**src/rtl/field_collision_check.sv**
```systemverilog
// Sequential collision checker: walks the 16 cells of a latched 4x4 piece, one per
// cycle, and reports whether any occupied cell leaves the field or overlaps the stack.
module field_collision_check #(
    parameter int FIELD_W    = 20,
    parameter int FIELD_H    = 20,
    parameter bit EARLY_EXIT = 1'b0
) (
    input  logic                       clk,
    input  logic                       rst_n,
    input  logic                       start,
    input  logic [4:0]                 block_pos_x,
    input  logic [4:0]                 block_pos_y,
    input  logic [1:0]                 rotate,
    input  logic [15:0]                block_matrix,
    input  logic [FIELD_W*FIELD_H-1:0] field_background,
    output logic                       busy,
    output logic                       done,
    output logic                       collide,
    output logic                       collide_wall,
    output logic                       collide_stack
);

    localparam int         NBITS = FIELD_W * FIELD_H;
    localparam int         IDX_W = $clog2(NBITS);
    localparam logic [5:0] FW    = 6'(FIELD_W);
    localparam logic [5:0] FH    = 6'(FIELD_H);

    typedef enum logic [1:0] {
        S_IDLE,
        S_SCAN,
        S_FIN
    } state_t;

    state_t             state_q, state_d;
    logic [3:0]         cnt_q, cnt_d;
    logic [4:0]         px_q, px_d;
    logic [4:0]         py_q, py_d;
    logic [1:0]         rot_q, rot_d;
    logic [15:0]        mat_q, mat_d;
    logic [NBITS-1:0]   fld_q, fld_d;
    logic               busy_q, busy_d;
    logic               done_q, done_d;
    logic               wall_q, wall_d;
    logic               stack_q, stack_d;

    logic [1:0]         bx, by;
    logic [3:0]         mat_idx;
    logic               cell_on;
    logic [5:0]         fx, fy;
    logic               in_field;
    logic [IDX_W-1:0]   fld_idx;
    logic               hit_wall, hit_stack;

    assign bx = cnt_q[1:0];
    assign by = cnt_q[3:2];

    // For a 2-bit value, 3-v is simply its bitwise complement.
    always_comb begin
        mat_idx = {by, bx};
        unique case (rot_q)
            2'd0: mat_idx = {by, bx};
            2'd1: mat_idx = {~bx, by};
            2'd2: mat_idx = {~by, ~bx};
            2'd3: mat_idx = {bx, ~by};
            default: mat_idx = {by, bx};
        endcase
    end

    assign cell_on  = mat_q[mat_idx];
    assign fx       = {1'b0, px_q} + {4'd0, bx};
    assign fy       = {1'b0, py_q} + {4'd0, by};
    assign in_field = (fx < FW) && (fy < FH);
    assign fld_idx  = IDX_W'(fy) * IDX_W'(FIELD_W) + IDX_W'(fx);

    // The field is only looked up for in-range cells; out-of-range cells are walls.
    assign hit_wall  = cell_on && !in_field;
    assign hit_stack = cell_on && in_field && fld_q[fld_idx];

    always_comb begin
        state_d = state_q;
        cnt_d   = cnt_q;
        px_d    = px_q;
        py_d    = py_q;
        rot_d   = rot_q;
        mat_d   = mat_q;
        fld_d   = fld_q;
        busy_d  = busy_q;
        done_d  = 1'b0;
        wall_d  = wall_q;
        stack_d = stack_q;
        unique case (state_q)
            S_IDLE: begin
                if (start) begin
                    px_d    = block_pos_x;
                    py_d    = block_pos_y;
                    rot_d   = rotate;
                    mat_d   = block_matrix;
                    fld_d   = field_background;
                    cnt_d   = 4'd0;
                    wall_d  = 1'b0;
                    stack_d = 1'b0;
                    busy_d  = 1'b1;
                    state_d = S_SCAN;
                end
            end
            S_SCAN: begin
                wall_d  = wall_q | hit_wall;
                stack_d = stack_q | hit_stack;
                cnt_d   = cnt_q + 4'd1;
                if (cnt_q == 4'd15 || (EARLY_EXIT && (hit_wall || hit_stack))) begin
                    busy_d  = 1'b0;
                    done_d  = 1'b1;
                    state_d = S_FIN;
                end
            end
            S_FIN: begin
                cnt_d   = 4'd0;
                state_d = S_IDLE;
            end
            default: state_d = S_IDLE;
        endcase
    end

    always_ff @(posedge clk or negedge rst_n) begin
        if (!rst_n) begin
            state_q <= S_IDLE;
            cnt_q   <= 4'd0;
            px_q    <= 5'd0;
            py_q    <= 5'd0;
            rot_q   <= 2'd0;
            mat_q   <= 16'd0;
            fld_q   <= '0;
            busy_q  <= 1'b0;
            done_q  <= 1'b0;
            wall_q  <= 1'b0;
            stack_q <= 1'b0;
        end else begin
            state_q <= state_d;
            cnt_q   <= cnt_d;
            px_q    <= px_d;
            py_q    <= py_d;
            rot_q   <= rot_d;
            mat_q   <= mat_d;
            fld_q   <= fld_d;
            busy_q  <= busy_d;
            done_q  <= done_d;
            wall_q  <= wall_d;
            stack_q <= stack_d;
        end
    end

    assign busy          = busy_q;
    assign done          = done_q;
    assign collide_wall  = wall_q;
    assign collide_stack = stack_q;
    assign collide       = wall_q | stack_q;

endmodule

```
**config.mk**
```make
export PLATFORM = sky130hd
export DESIGN_NAME = field_collision_check
export DESIGN_NICKNAME = d
export VERILOG_FILES = /design/src/rtl/field_collision_check.sv
export SDC_FILE = /design/constraint.sdc
export NUM_CORES = 1
export LEC_CHECK = 0
export ABC_CLOCK_PERIOD_IN_PS = 9500
export CORE_MARGIN = 2
export CORE_UTILIZATION = 45
export DETAILED_ROUTE_END_ITERATION = 10
export GPL_ROUTABILITY_DRIVEN = 0
export MAX_ROUTING_LAYER = met4
export PLACE_DENSITY = 0.72
export SYNTH_ARGS = -nofsm -noshare
export SYNTH_HDL_FRONTEND = slang
export SYNTH_SLANG_ARGS = --single-unit
```
**constraint.sdc**
```tcl
create_clock -name clk -period 9.5 [get_ports clk]
set_input_delay 1.425 -clock clk [delete_from_list [all_inputs] [get_ports clk]]
set_output_delay 1.425 -clock clk [all_outputs]
set_load 0.01 [all_outputs]
```
==> flow_summary.toml, run 1 <==
[hold_path]
hold_path.startpoint = "fld_q[209]$_DFFE_PN0P_"
hold_end = "fld_q[209]$_DFFE_PN0P_"
holdPathStages = 1
hold_class = "reg -> reg"

[floorplanning]
die_h_um = 217
dieWidth_um = 217
ios = 436
core_um2 = 45100
floorplan.initialDensity_pct = 45.3
num_rows = 78
dieArea_um2 = 47100

[cells_and_area]
fillers = 3519
nets = 2175
layout_commonest_cell = "dfrtp_1"
final_layout_size_suffix_gt1_share_pct = 35.7
synthToLayoutAreaGrowth_pct = 32.4
most-common-layout-cells = "dfrtp_1, clkdlybuf4s50_1, mux2_2"

[synth]
yosysTopAreaCell = "dfrtp_1"
netlist_top_cells_area = "dfrtp_1, mux2_2, mux4_2, mux4_1, mux2i_1"
synthArstFlopShare_pct = 100
synthFlopType = "dfrtp_1"
synth_top_area_share_pct = 53.6
avgSynthCellArea_um2 = 15.6
yosysUniqueCellTypes = 54
ys_warn_count = 0
synth_nets = 1766
synth_edf_count = 0
netlist_instances = 1314
synth_area_um2 = 20400
ys_ff_latch = 438
synth.yosys.seq_area_share_pct = 53.6

[pwr]
switchingPower_mw = 4.87
p_comb_share_pct = 57.7
leakage_nw = 11.4
p_total_mw = 12.5
pwr-share-clk_pct = 15.9
pwr_density_cell_nw_per_um2 = 461
ir_worst_vdd_mv = 0.502
internal_power_mw = 7.61
power.share.switching_pct = 39.0
seqPwrFrac_pct = 26.4

[setup_path]
timing.critical_path.from_type = "flip-flop"
crit_type = "reg -> reg"
r2r_start = "cnt_q[2]$_DFFE_PN0P_"
rr_endpoint = "collide_stack$_DFFE_PN0P_"
cp_max_fo = 20
r2r_slack_ns = 4.71
worstPathRequired_ns = 9.95
crit_arrival_ns = 5.23
endpoint_kind = "flip-flop"
worstRegToRegCells = 13

[global_route]
antenna_found_initial = 23
grt-ovfl-total = 0
grt_pass1_vias = 13946
grtUsageTotal_pct = 24.1
grt_max_degree = 178
grt_pass1_wl_um = 83300

[clocking]
clock_latency_ns = 0.57
cts_sinks = 438
clock_path_buffers = 3
cts_setup_buffers = 0
cts_resized = 0
numCtsBuffers = 47
cts_tree = "yes"
cts_hold_buf = 0
cts-root-buf = "clkbuf_16"
htreeDepth = 2
clk_pin_slew_ns = 0.06

[placed_design]
hpwlAfterDp_um = 39000
io_buffers = 435

[detailed_routing]
wire_per_inst_um = 22.8
totalWireLength_um = 54300
avgViaCountPerCell = 5.37
num_vias = 12788
drt_iter0_drc = 619
firstDrtPassIters = 4
drc = 0
antenna_left = 0

[job]
max-cap-violations = 0

[timing]
drv_slew = 0
report.final.setup_viol = 0
hold_viol = 0
skew_ns = 0.0114
finalCritPeriodShare_pct = 50.4
period_minus_slack_ns = 4.79
fin_tns_setup_ns = 0
maxSlewHeadroom_pct = 22.0
fmaxAchievable_ghz = 0.209
worst_pin_slew_ns = 1.17
rsz0062_at_grt = "false"

[run_status]
status = "completed"
==> per-stage QoR <==
step                      utilization (%)  instances  cell area, µm²  setup slack, ns  hold WS (ns)
final                                60.0       2380           27100             4.71         0.496
after global routing                 60.0       2380           27100             4.30         0.509
after CTS                            59.9       2357           27000             4.55         0.502
after detailed placement             56.2       2274           25300             4.57         0.488
after global placement               56.2       2274           25300             4.63         0.480
after floorplan                         -       1314           20400             5.66         0.470
==> sequential cells by signal (all words and copies together) (netlist names) <==
name           flops
busy               1
cnt_q              4
collide_stack      1
collide_wall       1
done               1
fld_q            400
mat_q             16
px_q               5
py_q               5
rot_q              2
state_q            2
==> worst max-delay path by stage <==
stage	from	end	slack [ns]	cells past startpoint
after global placement	cnt_q[0]$_DFFE_PN0P_	collide_stack$_DFFE_PN0P_	4.63	13
after floorplan	cnt_q[0]$_DFFE_PN0P_	collide_stack$_DFFE_PN0P_	5.66	16
after CTS	cnt_q[2]$_DFFE_PN0P_	collide_stack$_DFFE_PN0P_	4.55	13
after global routing	cnt_q[2]$_DFFE_PN0P_	collide_stack$_DFFE_PN0P_	4.30	13
after detailed placement	cnt_q[2]$_DFFE_PN0P_	collide_stack$_DFFE_PN0P_	4.57	13
final	cnt_q[2]$_DFFE_PN0P_	collide_stack$_DFFE_PN0P_	4.71	13
==> synthesized netlist by cell type (3+ instances only) <==
master,count
o311ai_0,3
mux4_2,88
a21o_1,4
a31oi_1,7
nor3_1,8
a311oi_1,3
xor2_1,7
mux4_4,3
nand3_1,14
xnor2_1,12
o21ai_0,10
nand2_1,28
nand4_1,5
dfrtp_1,438
a21oi_1,15
nor2_1,17
and2_1,3
mux2_2,431
inv_1,11
nor2b_1,7
mux2i_1,27
mux4_1,15
buf_6,4
nor4_1,4
buf_2,13
buf_4,8
ha_1,17
a211oi_1,6
fa_1,4
a22oi_1,8
and4_1,3
clkbuf_1,63
==> layout make-up <==
cell class	instances	area, µm²	area share, %
clock buffers	63	1360	5.02
inverters	12	45.0	0.166
clock inverters	20	328	1.21
multi-input cells	773	9070	33.5
flip-flops and latches	438	11000	40.5
well taps	600	751	2.77
repair buffers	451	4490	16.6
diodes	23	57.6	0.213
==> kinds of logic (layout without fill, tap and decap cells) <==
logic type	Yosys count	after routing	synth area share [%]
mux	564	564	37.1
flops	438	438	53.6
buf+inv	103	546	2.32
simple gates	101	101	2.50
compound gates	68	68	2.24
fa+ha+maj	21	21	1.43
xor+xnor	19	19	0.814
other cells	0	23	0
==> power by group through the flow <==
stage	sequential [mW]	clock (mW)	combinational [mW]
finish	3.29	1.98	7.20
CTS	3.29	2.03	7.35
global route	3.41	2.10	7.81
detailed placement	3.32	0	7.32
floorplan	3.11	0	5.28
global placement	3.27	0	7.21
==> critical path: stages (launching register included) <==
cell	delay, ns
dfrtp_1	0.49
ha_1	0.27
fa_1	0.41
xor2_1	0.29
ha_1	0.29
ha_1	0.47
xor2_4	0.65
mux4_2	0.40
o21ai_0	0.16
o21ai_0	0.09
nor4b_1	0.56
a311oi_1	0.12
nor4_1	0.37
a211oi_1	0.08
==> metal layers <==
layer	global-route usage [%]	part of all wire, %
met5	-	0
met4	7.47	1.8
met3	6.93	7.4
met2	38.6	50
met1	29.8	41
Power figures use the tool's default switching activity.
==> run 2: changes to the inputs <==
- ABC_CLOCK_PERIOD_IN_PS: 9500 -> 3990
- PLACE_DENSITY: 0.72 -> 0.75
- clock period: 9.5 -> 3.99 ns (I/O delays scaled with it)
==> flow_summary.toml, run 2 (same netlist as run 1, synthesis figures left out) <==
[setup_path]
worstPathRequired_ns = 4.44
rr_endpoint = "collide_stack$_DFFE_PN0P_"
r2r_start = "cnt_q[0]$_DFFE_PN0P_"
cp_cell_sequence = "ha_4 -> inv_1 -> fa_4 -> xnor2_2 -> ha_4 -> fa_2 -> buf_12 -> mux4_2 -> mux2i_1 -> mux4_2 -> nor3_1 -> nor4_2 -> a211oi_1"
timing.critical_path.from_type = "flip-flop"
crit_family = "adder cells"
crit_arrival_ns = 4.41
critPathMaxStageDelay_ns = 0.67
r2r_slack_ns = 0.03
crit_type = "reg -> reg"
crit_start = "cnt_q[0]$_DFFE_PN0P_"
cp_max_fo = 6
worstRegToRegCells = 13
crit_buf_inv = 2
critPathSlowestCell = "fa_2"
endpoint_kind = "flip-flop"

[clocking]
cts_hold_buf = 0
clock_path_buffers = 3
cts_tree = "yes"
clock_latency_ns = 0.58
numCtsBuffers = 47
htreeDepth = 2
cts_sinks = 438
cts-root-buf = "clkbuf_16"
clk_pin_slew_ns = 0.06

[timing]
rsz0062_at_grt = "true"
period_minus_slack_ns = 3.96
worst_pin_slew_ns = 0.924
finalCritPeriodShare_pct = 99.2
hold_viol = 0
maxSlewHeadroom_pct = 38.4
skew_ns = 0.0221
fin_tns_setup_ns = 0
drv_slew = 0
report.final.setup_viol = 0
fmaxAchievable_ghz = 0.253
finalWorstSetupSlack_ns = 0.0304

[floorplanning]
die_h_um = 217
dieWidth_um = 217
dieArea_um2 = 47100
num_rows = 78
ios = 436
floorplan.initialDensity_pct = 45.3
core_um2 = 45100

[global_route]
grtUsageTotal_pct = 24.7
grt-ovfl-total = 0
grt_max_degree = 108
grt_pass1_wl_um = 85100
antenna_found_initial = 14
grt_pass1_vias = 14371

[placed_design]
post_dp_cell_area_um2 = 25700
io_buffers = 435
dp_slack_ns = -0.0998
dp_cells = 2304
hpwlAfterDp_um = 41500

[cells_and_area]
most-common-layout-cells = "dfrtp_1, clkdlybuf4s50_1, mux2_2"
largest-register = "fld_q"
largest_reg_flops = 400
reg_top3 = "fld_q (400), mat_q (16)"
synthToLayoutAreaGrowth_pct = 34.4
final_cell_area_um2 = 27500
fillers = 3526
final_layout_size_suffix_gt1_share_pct = 37.2
final_util_pct = 60.9
final_cells = 2410
nets = 2210
layout_commonest_cell = "dfrtp_1"

[hold_path]
hold_class = "in -> async"

[detailed_routing]
num_vias = 13082
firstDrtPassIters = 5
avgViaCountPerCell = 5.43
totalWireLength_um = 56500
antenna_left = 0
drt_iter0_drc = 813
wire_per_inst_um = 23.4
drc = 0

[pwr]
leakage_nw = 11.6
pwr_density_cell_nw_per_um2 = 1140
ir_worst_vdd_mv = 0.908

[run_status]
status = "completed"

[job]
max-cap-violations = 0
run 2: cell types whose count changed in the layout (fill, tap and decap cells not counted), moves of 2 or more:
cell | previous run | this run
buf_12 | 1 | 14
buf_4 | 15 | 35
clkinvlp_4 | 5 | 2
diode_2 | 23 | 16
bufinv_16 | 8 | 4
a2111oi_1 | 0 | 2
a2111oi_0 | 2 | 0
clkbuf_16 | 48 | 50
clkinv_2 | 5 | 8
clkbuf_1 | 5 | 11
run 2: how the worst max path moves through the flow:
| stage | cells past startpoint | endpoint |
|---|---|---|
| finish | 13 | collide_stack$_DFFE_PN0P_ |
| global route | 14 | collide_stack$_DFFE_PN0P_ |
| CTS | 13 | collide_stack$_DFFE_PN0P_ |
| detailed placement | 12 | collide_stack$_DFFE_PN0P_ |
| global placement | 15 | collide_stack$_DFFE_PN0P_ |
| floorplan | 16 | collide_stack$_DFFE_PN0P_ |
run 2: layout make-up:
type / instances / area (µm²) / share of cell area, %
clock buffers: 70 / 1410 / 5.12
inverters: 12 / 47.5 / 0.173
well taps: 600 / 751 / 2.73
flip-flops and latches: 438 / 11000 / 39.9
clock inverters: 15 / 184 / 0.670
multi-input cells: 773 / 9140 / 33.3
repair buffers: 486 / 4940 / 18.0
diodes: 16 / 40.0 / 0.146
run 2: what timing repair did:
action,4_1_cts,5_1_grt
resized for setup,4,14
endpoints found under the setup margin,1,1
pin swaps,0,4
cloned,0,1
buffers inserted,0,4
run 2: where the power goes:
group | switching, mW | total (mW) | internal (mW)
combinational | 9.06 | 19.0 | 9.90
clock | 1.80 | 4.49 | 2.69
sequential | 1.21 | 7.89 | 6.68
run 2: through the flow:
| stage | hold WS, ns | power (mW) |
|---|---|---|
| floorplan | 0.303 | 20.0 |
| global placement | 0.479 | 25.8 |
| detailed placement | 0.488 | 26.2 |
| CTS | 0.116 | 31.0 |
| global route | 0.158 | 33.1 |
| finish | 0.0906 | 31.3 |
run 2: routing by layer:
metal / track usage (%) / wire [µm] / vias to the layer above / share of wire (%)
li1: - / - / 5841 / -
met1: 30.0 / 22600 / 6739 / 40
met2: 39.9 / 28100 / 412 / 50
met3: 6.42 / 4030 / 90 / 7.1
met4: 9.32 / 1670 / 0 / 3.0
met5: - / 0 / - / 0
==> run 3: changes to the inputs <==
- CAP_MARGIN: not set -> 10
==> results of run 3 <==
The final DEF is identical to that of run 2; final timing and power are the same.
